===== src/rtl/jzjpcc_uart_pkg.sv =====
// Shared types and constants for the MMIO UART.
// Holds the tx/rx state enums, the status word layout and the bit positions
// software uses for the command and status registers.
package jzjpcc_uart_pkg;

    localparam int unsigned DATA_W           = 8;
    localparam int unsigned STATUS_W         = 32;
    localparam int unsigned CMD_TOGGLE       = 8;
    localparam int unsigned STATUS_TX_ACK    = 8;
    localparam int unsigned STATUS_TX_BUSY   = 9;
    localparam int unsigned STATUS_RX_TOGGLE = 10;
    localparam int unsigned STATUS_RX_FERR   = 11;

    typedef enum logic [1:0] {
        TX_IDLE,
        TX_START,
        TX_DATA,
        TX_STOP
    } txState_t;

    typedef enum logic [2:0] {
        RX_IDLE,
        RX_START,
        RX_DATA,
        RX_STOP,
        RX_WAITHIGH
    } rxState_t;

    // Status word as seen on mmioInputs; field order matches the STATUS_* positions.
    typedef struct packed {
        logic [STATUS_W-13:0] zero;
        logic                 rxFerr;
        logic                 rxToggle;
        logic                 txBusy;
        logic                 txAck;
        logic [DATA_W-1:0]    rxByte;
    } status_t;

endpackage


===== src/rtl/jzjpcc_uart_rx.sv =====
// 8N1 receiver: 2-flop synchronizer, rx FSM and publish registers.
// Ports:
//   clock, reset   core clock, async active-high reset
//   rxd            asynchronous serial input
//   rxByte         last received byte
//   rxToggle       flips on every published byte (including framing errors)
//   rxFerr         stop bit of last byte was low
module jzjpcc_uart_rx
    import jzjpcc_uart_pkg::*;
#(
    parameter int unsigned CLOCKS_PER_BIT = 434
) (
    input  logic              clock,
    input  logic              reset,
    input  logic              rxd,
    output logic [DATA_W-1:0] rxByte,
    output logic              rxToggle,
    output logic              rxFerr
);

    localparam int unsigned CNT_W = $clog2(CLOCKS_PER_BIT);
    localparam logic [CNT_W-1:0] CNT_FULL = CNT_W'(CLOCKS_PER_BIT - 1);
    localparam logic [CNT_W-1:0] CNT_HALF = CNT_W'(CLOCKS_PER_BIT / 2 - 1);

    logic rxSync1, rxSync2, rxPrev;

    rxState_t          state, stateNext;
    logic [CNT_W-1:0]  cnt, cntNext;
    logic [2:0]        idx, idxNext;
    logic [DATA_W-1:0] shift, shiftNext;
    logic [DATA_W-1:0] byteNext;
    logic              toggleNext, ferrNext;

    // Synchronizer plus one delayed copy for falling-edge detection.
    always_ff @(posedge clock or posedge reset) begin
        if (reset) begin
            rxSync1 <= 1'b1;
            rxSync2 <= 1'b1;
            rxPrev  <= 1'b1;
        end else begin
            rxSync1 <= rxd;
            rxSync2 <= rxSync1;
            rxPrev  <= rxSync2;
        end
    end

    // State and datapath registers.
    always_ff @(posedge clock or posedge reset) begin
        if (reset) begin
            state    <= RX_IDLE;
            cnt      <= '0;
            idx      <= '0;
            shift    <= '0;
            rxByte   <= '0;
            rxToggle <= 1'b0;
            rxFerr   <= 1'b0;
        end else begin
            state    <= stateNext;
            cnt      <= cntNext;
            idx      <= idxNext;
            shift    <= shiftNext;
            rxByte   <= byteNext;
            rxToggle <= toggleNext;
            rxFerr   <= ferrNext;
        end
    end

    // Next-state and publish logic.
    always_comb begin
        stateNext  = state;
        cntNext    = cnt;
        idxNext    = idx;
        shiftNext  = shift;
        byteNext   = rxByte;
        toggleNext = rxToggle;
        ferrNext   = rxFerr;
        case (state)
            RX_IDLE: begin
                if (rxPrev && !rxSync2) begin
                    stateNext = RX_START;
                    cntNext   = CNT_HALF;
                end
            end
            RX_START: begin
                if (cnt == '0) begin
                    if (!rxSync2) begin
                        stateNext = RX_DATA;
                        cntNext   = CNT_FULL;
                        idxNext   = 3'd0;
                    end else begin
                        stateNext = RX_IDLE;
                    end
                end else begin
                    cntNext = cnt - CNT_W'(1);
                end
            end
            RX_DATA: begin
                if (cnt == '0) begin
                    shiftNext = {rxSync2, shift[DATA_W-1:1]};
                    cntNext   = CNT_FULL;
                    if (idx == 3'd7) begin
                        stateNext = RX_STOP;
                    end else begin
                        idxNext = idx + 3'd1;
                    end
                end else begin
                    cntNext = cnt - CNT_W'(1);
                end
            end
            RX_STOP: begin
                if (cnt == '0) begin
                    byteNext   = shift;
                    ferrNext   = !rxSync2;
                    toggleNext = !rxToggle;
                    // A low stop bit must see the line return high before re-arming.
                    stateNext  = rxSync2 ? RX_IDLE : RX_WAITHIGH;
                end else begin
                    cntNext = cnt - CNT_W'(1);
                end
            end
            RX_WAITHIGH: begin
                if (rxSync2) begin
                    stateNext = RX_IDLE;
                end
            end
            default: stateNext = RX_IDLE;
        endcase
    end

endmodule


===== src/rtl/jzjpcc_mmio_uart.sv =====
// Memory-mapped 8N1 UART sitting beside the core's MMIO registers.
// Handshakes use toggle bits since MMIO registers carry no strobes.
// Optional receiver compiled in when JZJPCC_UART_RX_EN is defined; otherwise
// rxd is unused and the rx status fields read 0.
// Ports:
//   clock, reset   core clock, async active-high reset
//   txCommand      [7:0] byte to send, [8] send toggle, rest ignored
//   status         [7:0] rx byte, [8] tx ack, [9] tx busy, [10] rx toggle,
//                  [11] rx framing error, [31:12] zero
//   rxd            serial input (asynchronous)
//   txd            serial output, idles high
module jzjpcc_mmio_uart
    import jzjpcc_uart_pkg::*;
#(
    parameter int unsigned CLOCKS_PER_BIT = 434
) (
    input  logic                clock,
    input  logic                reset,
    input  logic [STATUS_W-1:0] txCommand,
    output logic [STATUS_W-1:0] status,
    input  logic                rxd,
    output logic                txd
);

    localparam int unsigned CNT_W = $clog2(CLOCKS_PER_BIT);
    localparam logic [CNT_W-1:0] CNT_FULL = CNT_W'(CLOCKS_PER_BIT - 1);

    txState_t          txState, txStateNext;
    logic [CNT_W-1:0]  txCnt, txCntNext;
    logic [2:0]        txIdx, txIdxNext;
    logic [DATA_W-1:0] txShift, txShiftNext;
    logic              txAck, txAckNext;
    logic              txBusy, txBusyNext;
    logic              txdNext;
    logic              txPending;

    logic [DATA_W-1:0] rxByte;
    logic              rxToggle, rxFerr;
    status_t           statusWord;

    logic [STATUS_W-CMD_TOGGLE-2:0] unusedCmdBits;
    assign unusedCmdBits = txCommand[STATUS_W-1:CMD_TOGGLE+1];

    assign txPending = txCommand[CMD_TOGGLE] != txAck;

    // Tx state and datapath registers; txd resets to the idle level.
    always_ff @(posedge clock or posedge reset) begin
        if (reset) begin
            txState <= TX_IDLE;
            txCnt   <= '0;
            txIdx   <= '0;
            txShift <= '0;
            txAck   <= 1'b0;
            txBusy  <= 1'b0;
            txd     <= 1'b1;
        end else begin
            txState <= txStateNext;
            txCnt   <= txCntNext;
            txIdx   <= txIdxNext;
            txShift <= txShiftNext;
            txAck   <= txAckNext;
            txBusy  <= txBusyNext;
            txd     <= txdNext;
        end
    end

    // Tx next-state logic; txd is computed one step ahead so it is registered.
    always_comb begin
        txStateNext = txState;
        txCntNext   = txCnt;
        txIdxNext   = txIdx;
        txShiftNext = txShift;
        txAckNext   = txAck;
        txBusyNext  = txBusy;
        txdNext     = txd;
        case (txState)
            TX_IDLE: begin
                txdNext = 1'b1;
                if (txPending) begin
                    txStateNext = TX_START;
                    txShiftNext = txCommand[DATA_W-1:0];
                    txAckNext   = txCommand[CMD_TOGGLE];
                    txBusyNext  = 1'b1;
                    txdNext     = 1'b0;
                    txCntNext   = CNT_FULL;
                end
            end
            TX_START: begin
                if (txCnt == '0) begin
                    txStateNext = TX_DATA;
                    txCntNext   = CNT_FULL;
                    txIdxNext   = 3'd0;
                    txdNext     = txShift[0];
                end else begin
                    txCntNext = txCnt - CNT_W'(1);
                end
            end
            TX_DATA: begin
                if (txCnt == '0) begin
                    txCntNext = CNT_FULL;
                    if (txIdx == 3'd7) begin
                        txStateNext = TX_STOP;
                        txdNext     = 1'b1;
                    end else begin
                        txIdxNext   = txIdx + 3'd1;
                        txShiftNext = {1'b0, txShift[DATA_W-1:1]};
                        txdNext     = txShift[1];
                    end
                end else begin
                    txCntNext = txCnt - CNT_W'(1);
                end
            end
            TX_STOP: begin
                if (txCnt == '0) begin
                    txStateNext = TX_IDLE;
                    txBusyNext  = 1'b0;
                end else begin
                    txCntNext = txCnt - CNT_W'(1);
                end
            end
            default: begin
                txStateNext = TX_IDLE;
                txdNext     = 1'b1;
            end
        endcase
    end

`ifdef JZJPCC_UART_RX_EN
    jzjpcc_uart_rx #(
        .CLOCKS_PER_BIT(CLOCKS_PER_BIT)
    ) uRx (
        .clock    (clock),
        .reset    (reset),
        .rxd      (rxd),
        .rxByte   (rxByte),
        .rxToggle (rxToggle),
        .rxFerr   (rxFerr)
    );
`else
    logic unusedRxd;
    assign unusedRxd = rxd;
    assign rxByte    = '0;
    assign rxToggle  = 1'b0;
    assign rxFerr    = 1'b0;
`endif

    // Status is assembled purely from registers.
    always_comb begin
        statusWord          = '0;
        statusWord.rxByte   = rxByte;
        statusWord.txAck    = txAck;
        statusWord.txBusy   = txBusy;
        statusWord.rxToggle = rxToggle;
        statusWord.rxFerr   = rxFerr;
    end

    assign status = statusWord;

endmodule


===== config.mk =====
export PLATFORM = sky130hd
export DESIGN_NAME = jzjpcc_mmio_uart
export DESIGN_NICKNAME = d
export VERILOG_FILES = /design/src/rtl/jzjpcc_uart_pkg.sv /design/src/rtl/jzjpcc_uart_rx.sv /design/src/rtl/jzjpcc_mmio_uart.sv
export SDC_FILE = /design/constraint.sdc
export NUM_CORES = 1
export LEC_CHECK = 0
export CORE_MARGIN = 3
export CORE_UTILIZATION = 45
export CTS_CLUSTER_DIAMETER = 120
export CTS_CLUSTER_SIZE = 25
export DETAILED_ROUTE_END_ITERATION = 6
export PLACE_DENSITY = 0.93
export SETUP_SLACK_MARGIN = 0.1
export SLEW_MARGIN = 5
export SYNTH_ARGS = -nofsm -noshare
export SYNTH_HDL_FRONTEND = slang
export SYNTH_SLANG_ARGS = --single-unit

===== constraint.sdc =====
create_clock -name clock -period 3.8 [get_ports clock]
set_input_delay 0.76 -clock clock [delete_from_list [all_inputs] [get_ports clock]]
set_output_delay 0.76 -clock clock [all_outputs]
set_load 0.02 [all_outputs]

==> run_results.csv, run 1 <==
group,metric,value,unit
floorplan,die_w,68.2,um
clock_tree,cts_htree_levels,1,
global_route,globalRouteTotalUtil,14.4,%
layout,fillers,319,
setup_path,worst_ep_required_time,3960,ps
detailed_routing,drc,0,
timing,worst_slew_margin_rel,39.4,%
job,timing.max_cap.violations,0,
synth,post_synth_and_or_nand_nor_area_fraction,13.4,%
synth,synth.yosys.warnings,0,
timing,timing.hold.ws,494,ps
synth,top_cells_by_instance_count_after_synthesis,"buf_4 (32), dfrtp_1 (24), mux2_2 (17)",
placed_design,port-buffer-count,13,
timing,achievable-frequency,0.415,GHz
layout,final_design_utilization,52.2,%
global_route,pin_count_of_the_biggest_net_entering_global_routing,26,
layout,num-nets-final,229,
detailed_routing,drt_first_pass_iters,4,
synth,synth_compound_area_share,16.2,%
synth,postSynth.asyncResetShare,100,%
synth,synth_mux_area_share,11.6,%
clock_tree,clk_pin_slew,90,ps
global_route,gr-total-overflow,0,
synth,synthAdderAreaFrac,6.46,%
layout,num_antenna_cells,0,
floorplan,die_h,68.2,um
timing,timing_hold_violations_final,0,
hold_path,hold_path_class,"register to register",
timing,setup_viol_count_final,0,
floorplan,number_of_i_o_pins,68,
detailed_routing,drt_first_iter_violations,119,
hold_path,hold-path-endpoint,"txShift[6]",
setup_path,reg2reg_setup_slack,1390,ps
placed_design,gp_congestion,0.816,
placed_design,placed_cells,226,
synth,synth_top_area_share,34.5,%
synth,sequential_cell_area_fraction_in_the_yosys_report,36.0,%
layout,drive_above_1_share,16.3,%
clock_tree,cts-buffers-inserted,3,
layout,regArea,627,um^2
timing,final.setup_skew,6.18,ps
setup_path,timing.critical_path.arrival,2570,ps
timing,final.setup.tns,0,ps
synth,synthesis.area,1740,um^2
synth,synth_largest_area_cell,"dfrtp_1",
synth,synth_xor_area_share,0.503,%
floorplan,core-area,3520,um^2
placed_design,preCtsSetupSlack,1280,ps
setup_path,timing.rr.end,"txShift[1]",
timing,actual_transition_at_the_worst_max_transition_pin,908,ps
setup_path,critPathLaunchType,"register",
layout,total_area_of_multi_input_combinational_cells,951,um^2
clock_tree,clk_root_buffer_cell,"clkbuf_8",
timing,final.setup.worst_slack,1390,ps
clock_tree,clock_path_buffers,2,
detailed_routing,route.antenna.remaining_nets,0,
clock_tree,cts.sink_count,25,
layout,layout_area_growth_over_synthesis,5.46,%
clock_tree,clock_latency_on_the_worst_skew_pair,270,ps
clock_tree,cts_tree,"done",
setup_path,critical_path.endpoint_type,"register",
synth,synth_enable_flop_cells,0,
synth,ys_dominant_reg_cell,"dfrtp_1",
power,max-vdd-ir-drop,0.114,mV
detailed_routing,avgViaCountPerCell,5.28,
global_route,grt_first_pass_wirelength,5040,um
power,power-per-cell-area,261,nW/um^2
status,outcome,"finished, final reports clean",
global_route,antenna_found_initial,0,
synth,post-synth-top-count-cell,"buf_4",
synth,synth_cell_types,40,
synth,synth_top_cells_by_area,"dfrtp_1 (34%), buf_4 (14%), mux2_2 (11%), ha_1 (6.5%), o21ai_0 (4.6%)",
clock_tree,hold_bufs_inserted_after_cts,0,
timing,grt_setup_unrepaired,"false",
hold_path,min_from,"txShift[6]",
setup_path,crit_path_max_fanout,17,
floorplan,initial_utilization,49.5,%
placed_design,place_hpwl,2320,um
synth,syn_area_per_cell,10.1,um^2
timing,post_layout_min_period,2410,ps
setup_path,crit-reg2reg-launch,"txState[0]",
detailed_routing,via_count,1214,
power,p_total,0.480,mW
power,standby_leakage_power,0.796,nW
layout,design_area,1840,um^2
detailed_routing,drt-wirelength-per-cell,13.2,um
global_route,grt_pass1_vias,1126,
timing,maxSlewViolCount,0,
floorplan,dieArea,4660,um^2
synth,synth_top_family_by_area,"compound AO/OA/AOI/OAI gates",
clock_tree,cts_resizes,0,
clock_tree,post_cts_setup_buffers,0,
detailed_routing,postRouteWirelength,3030,um
setup_path,timing.setup.critical_path_class,"register to register",
timing,final.period_utilization,63.5,%
setup_path,r2r_cells,6,
layout,stdcell_count,230,
hold_path,number_of_cells_traversed_by_the_worst_hold_path,1,
synth,ys_ff_latch,25,
synth,netlist_instances,172,
placed_design,placed_cell_area,1790,um^2
floorplan,rows,21,
==> worst max-delay path, cell delays in order (launching register included) <==
cell and delay, ps:
dfrtp_1 450, inv_1 130, ha_1 530, nor2b_1 330
nand3_2 140, a21oi_4 340, mux2_2 380
==> worst max path at each step <==
| stage | from | endpoint | slack (ps) |
|---|---|---|---|
| 6_report | txState[0] | txShift[1] | 1390 |
| 5_1_grt | txState[0] | txShift[5] | 1240 |
| 4_1_cts | txState[0] | txShift[1] | 1420 |
| 3_5_place_dp | txCommand[8] | txShift[1] | 1280 |
| 3_3_place_gp | txCommand[8] | txShift[6] | 1280 |
| 2_1_floorplan | txState[0] | txShift[0] | 1840 |
==> per-layer routing <==
layer / wire [um] / vias up / GRT usage [%] / part of all wire (%)
met1: 1280 / 577 / 17.4 / 42
li1: - / 575 / - / -
met4: 78 / 0 / 9.18 / 2.6
met3: 177 / 7 / 1.48 / 5.8
met2: 1500 / 55 / 24.3 / 49
met5: 0 / - / 0 / 0
==> state kept, by name, summed over array words and instances, names as in the netlist <==
signal / count
txBusy: 1
txCnt: 9
txIdx: 3
txShift: 8
txd: 1
txState: 2
txAck: 1
==> where the power goes <==
group	switching (mW)	internal, mW	leakage [nW]
registers	0.00231	0.270	0.292
clock network	0.0831	0.0734	0.0255
logic	0.0358	0.0156	0.478
total	0.121	0.359	0.796
==> cells in the final DEF, fill, tap and decap left out, types with 2 or more instances in the layout <==
master	Yosys	routed
a31oi_1	3	3
o21ai_0	16	16
ha_1	9	9
a21boi_0	2	2
nand2b_1	3	3
conb_1	1	30
nor2_1	8	8
a22o_1	4	4
nand2_1	7	7
o2bb2ai_1	4	4
or3_1	2	2
dfrtp_1	24	24
inv_1	7	7
nor3_1	3	3
mux2_2	17	17
or2_2	2	2
clkdlybuf4s50_1	0	13
nor2b_1	3	3
a21oi_1	3	3
clkbuf_8	0	3
==> kinds of logic (layout without fill, tap and decap cells) <==
family,after synthesis,after routing
adder cells (fa/ha/maj),9,9
other,1,30
AND/OR/NAND/NOR,37,37
flip-flops,25,25
XOR/XNOR,1,1
multiplexers,18,18
AO/OA/AOI/OAI,40,40
buffers and inverters,41,24
==> final cells by class <==
class,instances,share of cell area [%]
multi-input cells,135,51.7
flip-flops and latches,25,34.1
repair buffers,13,7.08
well taps,46,3.13
clock buffers,3,2.25
inverters,7,1.43
clock inverters,1,0.272
No activity file was read; power rests on OpenSTA's default activity.
==> run 2, diff against run 1 <==
Settings changed: CORE_UTILIZATION 45 to 44, PLACE_DENSITY 0.93 to 0.92.
Clock period 3.8 ns to 2.5 ns, I/O delays scaled along.
==> run_results.csv, run 2 (synthesis gave the netlist of run 1 again) <==
group,metric,value,unit
floorplan,die_h,68.9,um
timing,actual_transition_at_the_worst_max_transition_pin,700,ps
global_route,globalRouteTotalUtil,14.2,%
clock_tree,cts_htree_levels,1,
timing,worst_slew_margin_rel,53.3,%
detailed_routing,drt-wirelength-per-cell,13.4,um
hold_path,hold_path_class,"register to register",
job,timing.max_cap.violations,0,
floorplan,dieArea,4750,um^2
timing,achievable-frequency,0.474,GHz
detailed_routing,route.antenna.remaining_nets,0,
layout,drive_above_1_share,18.1,%
detailed_routing,drt_first_iter_violations,105,
clock_tree,cts_resizes,0,
layout,num_antenna_cells,0,
layout,largest_reg_flops,9,
setup_path,timing.critical_path.arrival,2280,ps
floorplan,die_w,68.9,um
timing,post_layout_min_period,2110,ps
timing,final.period_utilization,84.4,%
detailed_routing,avgViaCountPerCell,5.19,
layout,most_frequent_cells_in_the_layout,"conb_1 (30), dfrtp_1 (24), mux2_2 (17), o21ai_0 (16), clkdlybuf4s50_1 (13)",
clock_tree,post_cts_setup_buffers,0,
clock_tree,clk_pin_slew,90,ps
status,outcome,"finished, final reports clean",
layout,num-nets-final,233,
clock_tree,clk_root_buffer_cell,"clkbuf_8",
timing,timing_hold_violations_final,0,
detailed_routing,drc,0,
placed_design,preCtsSetupSlack,213,ps
global_route,grt_pass1_vias,1160,
clock_tree,cts_tree,"done",
timing,setup_viol_count_final,0,
timing,final.setup.worst_slack,389,ps
layout,layout.cells.most_common,"conb_1",
clock_tree,cts-buffers-inserted,3,
timing,final.setup.tns,0,ps
global_route,gr-total-overflow,0,
setup_path,timing.setup.critical_path_class,"register to register",
power,standby_leakage_power,0.812,nW
global_route,grt_first_pass_wirelength,5070,um
clock_tree,clock_path_buffers,2,
power,max-vdd-ir-drop,0.204,mV
global_route,pin_count_of_the_biggest_net_entering_global_routing,20,
layout,reg.largest.list,"txCnt: 9 flops, txShift: 8 flops, txIdx: 3 flops",
setup_path,critical_path.endpoint_type,"register",
timing,grt_setup_unrepaired,"false",
clock_tree,clock_latency_on_the_worst_skew_pair,270,ps
floorplan,rows,22,
detailed_routing,via_count,1225,
placed_design,port-buffer-count,13,
placed_design,place_hpwl,2500,um
floorplan,number_of_i_o_pins,68,
setup_path,crit_path_max_fanout,8,
clock_tree,hold_bufs_inserted_after_cts,0,
timing,final.setup_skew,2.00,ps
power,power-per-cell-area,398,nW/um^2
layout,regMostFlops,"txCnt",
detailed_routing,postRouteWirelength,3170,um
floorplan,initial_utilization,46.6,%
setup_path,worst_ep_required_time,2670,ps
layout,layout_area_growth_over_synthesis,7.47,%
floorplan,core-area,3740,um^2
timing,maxSlewViolCount,0,
placed_design,gp_congestion,0.821,
global_route,antenna_found_initial,0,
clock_tree,cts.sink_count,25,
layout,final_design_utilization,50.0,%
detailed_routing,drt_first_pass_iters,4,
setup_path,critPathLaunchType,"register",
-- run 2: final timing paths --
kind	start	endpoint	slack, ps	cells past startpoint
worst max-delay path	txState[0]	txShift[5]	390	6
worst min-delay path	txShift[6]	txShift[6]	500	1
worst max register to register	txState[0]	txShift[5]	390	6
worst min register to register	txShift[6]	txShift[6]	500	1
max in group asynchronous	reset	txShift[4]	1340	3
min in group asynchronous	reset	txCnt[0]	630	2
-- run 2: per-layer routing --
layer	GRT usage [%]	routed length, um
met3	2.43	151
met1	16.4	1340
met4	8.27	60
met2	24.4	1620
met5	0	0
-- run 2: layout make-up --
cell class                      count  area (um^2)
Clock buffer                        3         41.3
Clock inverter                      1         7.51
Inverter                            7         26.3
Timing Repair Buffer               17          160
Multi-Input combinational cell    135          951
Tap cell                           48         60.1
Sequential cell                    25          627
Fill cell                         346         1870
-- run 2: where the power goes --
group	total [mW]	internal [mW]	switching, mW
logic	0.0810	0.0256	0.0554
clock network	0.251	0.113	0.137
registers	0.414	0.411	0.00338
total	0.746	0.549	0.196
-- run 2: metrics by stage --
step                      total power, mW  hold WS [ps]  cells  cell area (um^2)
after global routing                0.774           518    236              1870
after CTS                           0.752           498    236              1870
after detailed placement            0.503           476    232              1820
after global placement              0.500           468    232              1820
after floorplan                     0.515           452    201              1850
final                               0.746           496    236              1870
-- run 2: critical path, stage by stage, from the launching register on --
cell and delay [ps]:
dfrtp_1 440, inv_1 120, ha_1 310, nor2b_1 290, nand3_2 130, a21oi_4 330, mux2_2 380
==> run 3, diff against run 2 <==
Settings changed: CORE_UTILIZATION 44 to 40, PLACE_DENSITY 0.92 to 0.88.
Clock period 2.5 ns to 1.8 ns, I/O delays scaled along.
==> run_results.csv, run 3 (synthesis gave the netlist of run 1 again) <==
group,metric,value,unit
status,outcome,"finished, violations left",
status,violations,"setup timing",
timing,post_layout_min_period,1810,ps
layout,drive_above_1_share,47.4,%
setup_path,crit_path_max_incr_delay,410,ps
detailed_routing,drt-wirelength-per-cell,16.5,um
clock_tree,cts.sink_count,25,
placed_design,placed_cell_area,2040,um^2
floorplan,core-area,4120,um^2
clock_tree,hold_bufs_inserted_after_cts,0,
setup_path,critPathSlowestCell,"dfrtp_1",
setup_path,crit-reg2reg-launch,"txCnt[0]",
timing,final.setup_skew,3.18,ps
floorplan,dieArea,5190,um^2
setup_path,timing.setup.critical_path_class,"register to register",
power,power-per-cell-area,426,nW/um^2
detailed_routing,drt_first_pass_iters,4,
floorplan,die_h,72.0,um
power,p_total,1.05,mW
global_route,pin_count_of_the_biggest_net_entering_global_routing,26,
global_route,global_route.usage.met2,29.6,%
clock_tree,clock_latency_on_the_worst_skew_pair,280,ps
power,max-vdd-ir-drop,0.260,mV
setup_path,worstPathCellList,"inv_2, ha_4, nor4b_4, buf_6, nand3_4, a21oi_4, buf_12, mux2_4",
placed_design,place_hpwl,2690,um
layout,regMostFlops,"txCnt",
setup_path,r2r_cells,8,
setup_path,worst_ep_required_time,1970,ps
setup_path,critPathLaunchType,"register",
timing,timing.hold.ws,434,ps
floorplan,initial_utilization,42.4,%
floorplan,rows,23,
setup_path,reg2reg_setup_slack,-10,ps
layout,most_frequent_cells_in_the_layout,"buf_4 (40), conb_1 (30), dfrtp_1 (22), clkdlybuf4s50_1 (12), mux2_4 (10)",
setup_path,crit_path_max_fanout,8,
detailed_routing,avgViaCountPerCell,5.33,
layout,largest_reg_flops,9,
detailed_routing,drt_first_iter_violations,78,
placed_design,port-buffer-count,13,
floorplan,number_of_i_o_pins,68,
timing,grt_setup_unrepaired,"true",
layout,num-nets-final,277,
timing,achievable-frequency,0.552,GHz
setup_path,timing.rr.end,"txShift[6]",
layout,design_area,2470,um^2
global_route,grt_util_met3,2.35,%
timing,final.period_utilization,101,%
hold_path,hold_path_class,"primary input to asynchronous set/reset pin",
timing,timing_hold_violations_final,0,
timing,setup_viol_count_final,3,
clock_tree,clock_path_buffers,2,
global_route,gr-total-overflow,0,
floorplan,die_w,72.0,um
clock_tree,cts_htree_levels,1,
layout,num_antenna_cells,0,
timing,maxSlewViolCount,0,
layout,final_design_utilization,60.0,%
detailed_routing,postRouteWirelength,4670,um
setup_path,timing.critical_path.arrival,1980,ps
power,standby_leakage_power,1.10,nW
global_route,grt_first_pass_wirelength,7000,um
layout,layout_area_growth_over_synthesis,41.6,%
setup_path,critical_path.endpoint_type,"register",
global_route,groute.layer.met1.usage,21.3,%
detailed_routing,drc,0,
global_route,antenna_found_initial,0,
global_route,globalRouteTotalUtil,17.1,%
placed_design,gp_congestion,0.888,
layout,reg.largest.list,"txCnt: 9 flops, txShift: 8 flops, txIdx: 3 flops",
clock_tree,clk_pin_slew,90,ps
job,timing.max_cap.violations,0,
layout,fillers,294,
clock_tree,cts-buffers-inserted,3,
clock_tree,cts_tree,"done",
timing,final.setup.worst_slack,-11.5,ps
detailed_routing,route.antenna.remaining_nets,0,
global_route,grt_most_used_layer,"met2",
detailed_routing,via_count,1504,
global_route,grt_pass1_vias,1427,
timing,final.setup.tns,-20.1,ps
clock_tree,clk_root_buffer_cell,"clkbuf_8",
layout,layout.cells.most_common,"buf_4",
==> run 3: cell count changes in the layout (fill, tap and decap cells not counted), sizes merged <==
cell           previous run  this run
clkinvlp                  1         0
clkdlybuf4s50            13        12
dlygate4sd2               0         1
buf                       4        48
clkinv                    0         1
==> run 3: how the worst max path moves through the flow <==
stage / start / slack (ps) / cells after the start / endpoint
2_1_floorplan: txCnt[0] / -100 / 6 / txState[1]
3_3_place_gp: txCommand[8] / -200 / 5 / txShift[5]
3_5_place_dp: txCommand[8] / -230 / 5 / txShift[5]
4_1_cts: txState[0] / -20 / 5 / txState[1]
5_1_grt: txCnt[0] / -70 / 8 / txCnt[1]
6_report: txCnt[0] / -10 / 8 / txShift[6]
==> run 3: critical path: cells and delay by family, from the launching register on <==
| family | cells | cell delay [ps] |
|---|---|---|
| fa+ha+maj | 1 | 140 |
| compound gates | 1 | 160 |
| buf+inv | 3 | 430 |
| mux | 1 | 310 |
| flops | 1 | 410 |
| simple gates | 2 | 260 |
==> run 3: area by class of cell <==
class	count	area [um^2]	area share, %
Clock buffer	3	41.3	1.67
Clock inverter	1	5.00	0.203
Inverter	7	26.3	1.06
Multi-Input combinational cell	135	1180	47.6
Sequential cell	25	629	25.5
Tap cell	50	62.6	2.53
Timing Repair Buffer	61	528	21.4
==> run 3: per-layer routing <==
layer  part of all wire, %  vias to the layer above
met3                   4.8                       16
met4                   3.0                        0
met1                    42                      746
li1                      -                      670
met2                    51                       72
met5                     0                        -
==> run 3: repair_timing <==
action | 4_1_cts | 5_1_grt
buffers inserted | 12 | 7
pin swaps | 7 | 7
setup endpoints to repair | 25 | 23
resized for setup | 38 | 31
gates cloned | 0 | 0
==> run 3: metrics by stage <==
step	worst slack, ps	instances
finish	-11.5	282
floorplan	-98.1	201
CTS	-24.0	276
global route	-67.0	282
detailed placement	-229	260
global placement	-196	260
==> run 3: report_power, final <==
| group | total [mW] | leakage, nW | switching [mW] | internal, mW |
|---|---|---|---|---|
| Sequential | 0.577 | 0.288 | 0.00614 | 0.570 |
| Combinational | 0.121 | 0.790 | 0.0801 | 0.0413 |
| Clock | 0.354 | 0.0255 | 0.198 | 0.156 |
| Total | 1.05 | 1.10 | 0.285 | 0.767 |
